`src/rtl/alu_sel_input.sv`:
```
// Front-panel input block: synchronizes and debounces three pushbuttons and
// turns qualified presses into the ALU operation select and mode flag.
module alu_sel_input #(
  parameter int unsigned DEBOUNCE_CYCLES = 50000,
  parameter int unsigned SEL_MAX         = 7
) (
  input  logic       CLK,
  input  logic       RST,
  input  logic       BTN_UP,
  input  logic       BTN_DOWN,
  input  logic       BTN_MODE,
  output logic [2:0] SEL,
  output logic       CAMBIO,
  output logic       SEL_CHG
);

  localparam int unsigned CW = $clog2(DEBOUNCE_CYCLES);
  localparam logic [CW-1:0] CNT_LAST = CW'(DEBOUNCE_CYCLES - 1);
  localparam logic [2:0]    SEL_TOP  = 3'(SEL_MAX);

  typedef enum logic [1:0] {
    IDX_UP   = 2'd0,
    IDX_DN   = 2'd1,
    IDX_MODE = 2'd2
  } btn_idx_e;

  logic [2:0]    btn_raw;
  logic [2:0]    sync1_q, sync1_d;
  logic [2:0]    sync2_q, sync2_d;
  logic [2:0]    deb_q, deb_d;
  logic [2:0]    deb_dly_q, deb_dly_d;
  logic [CW-1:0] cnt_q [3];
  logic [CW-1:0] cnt_d [3];
  logic [2:0]    press;
  logic [2:0]    sel_q, sel_d;
  logic          cambio_q, cambio_d;
  logic          sel_chg_q, sel_chg_d;

  assign btn_raw = {BTN_MODE, BTN_DOWN, BTN_UP};

  always_comb begin
    sync1_d   = btn_raw;
    sync2_d   = sync1_q;
    deb_d     = deb_q;
    deb_dly_d = deb_q;
    for (int unsigned i = 0; i < 3; i++) begin
      cnt_d[i] = '0;
      // Any sample matching the accepted level restarts the stability count.
      if (sync2_q[i] != deb_q[i]) begin
        if (cnt_q[i] == CNT_LAST) begin
          deb_d[i] = sync2_q[i];
        end else begin
          cnt_d[i] = cnt_q[i] + 1'b1;
        end
      end
    end

    press = deb_q & ~deb_dly_q;

    sel_d     = sel_q;
    sel_chg_d = 1'b0;
    case ({press[IDX_UP], press[IDX_DN]})
      2'b10: begin
        sel_d     = (sel_q == SEL_TOP) ? '0 : sel_q + 3'd1;
        sel_chg_d = 1'b1;
      end
      2'b01: begin
        sel_d     = (sel_q == '0) ? SEL_TOP : sel_q - 3'd1;
        sel_chg_d = 1'b1;
      end
      default: begin
        sel_d     = sel_q;
        sel_chg_d = 1'b0;
      end
    endcase

    cambio_d = cambio_q ^ press[IDX_MODE];
  end

  always_ff @(posedge CLK or posedge RST) begin
    if (RST) begin
      sync1_q   <= '0;
      sync2_q   <= '0;
      deb_q     <= '0;
      deb_dly_q <= '0;
      for (int unsigned i = 0; i < 3; i++) begin
        cnt_q[i] <= '0;
      end
      sel_q     <= '0;
      cambio_q  <= 1'b0;
      sel_chg_q <= 1'b0;
    end else begin
      sync1_q   <= sync1_d;
      sync2_q   <= sync2_d;
      deb_q     <= deb_d;
      deb_dly_q <= deb_dly_d;
      for (int unsigned i = 0; i < 3; i++) begin
        cnt_q[i] <= cnt_d[i];
      end
      sel_q     <= sel_d;
      cambio_q  <= cambio_d;
      sel_chg_q <= sel_chg_d;
    end
  end

  assign SEL     = sel_q;
  assign CAMBIO  = cambio_q;
  assign SEL_CHG = sel_chg_q;

endmodule
```
`config.mk`:
```
export PLATFORM = sky130hd
export DESIGN_NAME = alu_sel_input
export DESIGN_NICKNAME = d
export VERILOG_FILES = /design/src/rtl/alu_sel_input.sv
export SDC_FILE = /design/constraint.sdc
export NUM_CORES = 1
export LEC_CHECK = 0
export CELL_PAD_IN_SITES_DETAIL_PLACEMENT = 2
export CELL_PAD_IN_SITES_GLOBAL_PLACEMENT = 2
export CORE_UTILIZATION = 45
export CTS_CLUSTER_SIZE = 24
export DETAILED_ROUTE_END_ITERATION = 8
export DONT_BUFFER_PORTS = 1
export PLACE_DENSITY = 0.8
export SLEW_MARGIN = 40
export SYNTH_ARGS = -nofsm -noshare
export SYNTH_HDL_FRONTEND = slang
export SYNTH_SLANG_ARGS = --single-unit
```
`constraint.sdc`:
```
create_clock -name CLK -period 2.75 [get_ports CLK]
set_input_delay 0 -clock CLK [delete_from_list [all_inputs] [get_ports CLK]]
set_output_delay 0 -clock CLK [all_outputs]
set_load 0.05 [all_outputs]
```
==> flow_metrics.tcl <==
set metrics [dict create \
    worst_setup_path_start_kind "flip-flop" \
    fmax_ghz 0.495 \
    drt_iter0_drc 54 \
    synthCells 291 \
    ant_nets 0 \
    critical_path_class "reg -> reg" \
    dp.final_hpwl_um 4610 \
    ys_seq_area_frac 0.538 \
    final_common_cell "dfrtp_1" \
    finClkSkew_ps 11.6 \
    synth_top_area_cell "dfrtp_1" \
    syn_avg_cell_area_um2 10.4 \
    finalHoldViolations 0 \
    final_cell_mix "65 x dfrtp_1, 53 x nor2_1, 37 x xnor2_1" \
    wire_per_inst_um 18.7 \
    design_area_um2 3320 \
    grt_pass1_wl_um 12500 \
    rows 29 \
    cts_tree "built" \
    clk_pin_slew_ps 70 \
    postRouteWirelength_um 7190 \
    syn-cell-area_um2 3020 \
    yosysTopAreaCellShare 0.538 \
    grt_pass1_vias 2512 \
    ys_ff_latch 65 \
    cts_buffers 9 \
    clock_path_buffers 2 \
    hold_class "in -> async" \
    leakage_nw 1.37 \
    slew_viol_final 0 \
    arrival_ps 2240 \
    design.core.area_um2 6420 \
    via_per_inst 5.80 \
    drc 0 \
    period_share 0.735 \
    drive_above_1_share 0.0684 \
    cellPowerDensity_nw_per_um2 536 \
    min_period_ps 2020 \
    io_pins 10 \
    gp_congestion 0.768 \
    nNetsFinal 316 \
    clk_latency_ps 340 \
    synth_area_leaders "dfrtp_1 54%, xnor2_1 11%, nor2_1 6.6%, ha_1 3.3%, nand4_1 3.3%" \
    die_area_um2 7050 \
    clock_sinks 65 \
    dr.pass1.iters 4 \
    max_cap_viol_count 0 \
    place_area_um2 3110 \
    syn_nets 304 \
    grt_max_degree 41 \
    cts_hold_buf 4 \
    chipHeight_um 84.0 \
    rsz0062_at_grt "false" \
    status "finished, final reports clean" \
    gr-total-overflow 0 \
    vdd_drop_max_v 0.000331 \
    num-fill-cells 685 \
    root_buffer "clkbuf_8" \
    antenna_found_initial 0 \
    cts_setup_buffers 0 \
    worstMarginPinSlew_ps 560 \
    initial_core_util 0.471 \
    setup_viol 0 \
    power_w 0.00178 \
    fp.dieW_um 84.0 \
    setup_tns_ps 0 \
    cts.repair.resized 0 \
    gr-usage-all-layers 0.232 \
    vias 2229 \
    io_buffers 0 \
    area_growth_pct 9.93 \
    cp_max_fo 4 \
    worstSetupEndpointType "flip-flop" \
    ys.warnings.count 0 \
    maxSlewHeadroom 0.626 \
    netlist-cell-type-count 26 \
    antenna_cells_inserted 0 \
    required_ps 2970 \
    h-tree-depth 3 \
]
[power breakdown]
part | internal [W] | switching (W) | total, W
Clock | 0.000373 | 0.000358 | 0.000730
Sequential | 0.000971 | 0.0000158 | 0.000987
Combinational | 0.0000200 | 0.0000434 | 0.0000633
[registers in the layout, summed over array words and instances (netlist names)]
register and count:
deb_dly_d 3, deb_dly_q 3, SEL 3, CAMBIO 1, SEL_CHG 1, sync1_q 3, sync2_q 3, cnt_q 48
[cells by family after synthesis]
group	synth area share
DFF	0.538
and+or+nand+nor	0.234
xor gates and xnor gates	0.133
muxes	0.0112
adders and majority gates	0.0331
AOI/OAI and AO/OA	0.0223
buffers and inverters	0.0285
[synthesized netlist by cell type]
library cell / instances
nor4_1: 13
buf_2: 3
and3_1: 5
ha_1: 8
xnor2_1: 37
o41ai_4: 1
nand3_1: 17
xor2_1: 9
nor2_1: 53
a21oi_1: 3
o211ai_1: 1
nor3_1: 13
mux2_2: 3
nand4_1: 16
o21ai_0: 2
clkbuf_1: 2
nor2b_1: 2
nor4bb_1: 4
nand3b_1: 2
nand2b_1: 3
nor4b_1: 2
buf_6: 1
nand2_1: 11
dfrtp_1: 65
a211oi_1: 1
inv_1: 14
[per-layer routing]
layer  vias up  routed length, um  global-route usage
met5         -                  0                   0
met4         0                141               0.108
met3        13                167              0.0366
met2        37               3820               0.411
met1      1159               3060               0.276
li1       1020                  -                   -
[metrics by stage]
| step | hold slack, ps | setup WS, ps | std cells | utilization |
|---|---|---|---|---|
| floorplan | 31.4 | 1110 | 291 | - |
| global placement | 31.5 | 928 | 365 | 0.484 |
| detailed placement | -54.3 | 769 | 365 | 0.485 |
| CTS | 182 | 744 | 384 | 0.518 |
| global route | 200 | 626 | 384 | 0.518 |
| finish | 179 | 729 | 384 | 0.518 |
[final timing paths]
| path | cells after the start | endpoint | slack (ps) | startpoint |
|---|---|---|---|---|
| worst max-delay path | 5 | deb_dly_d[0] | 730 | cnt_q[32] |
| worst min-delay path | 2 | cnt_q[11] | 180 | RST |
| worst max register to register | 5 | deb_dly_d[0] | 730 | cnt_q[32] |
| worst min register to register | 0 | sync2_q[0] | 350 | sync1_q[0] |
| max in group asynchronous | 3 | cnt_q[16] | 1980 | RST |
| min in group CLK | 1 | sync1_q[2] | 210 | BTN_MODE |
[critical path: stages, from the launching register on]
cell	delay (ps)
dfrtp_1	390
ha_1	230
and3_1	240
nand4_1	210
nor4_1	410
mux2_2	420
[layout make-up]
cell class | instances | area, um^2 | share of cell area
multi-input combinational | 206 | 1310 | 0.394
inverter | 14 | 55.1 | 0.0166
timing repair buffer | 7 | 62.6 | 0.0188
clock inverter | 2 | 13.8 | 0.00414
clock buffer | 13 | 159 | 0.0478
sequential | 65 | 1630 | 0.489
tap | 77 | 96.3 | 0.0290
Note: power is estimated with default switching activity, not from simulation.
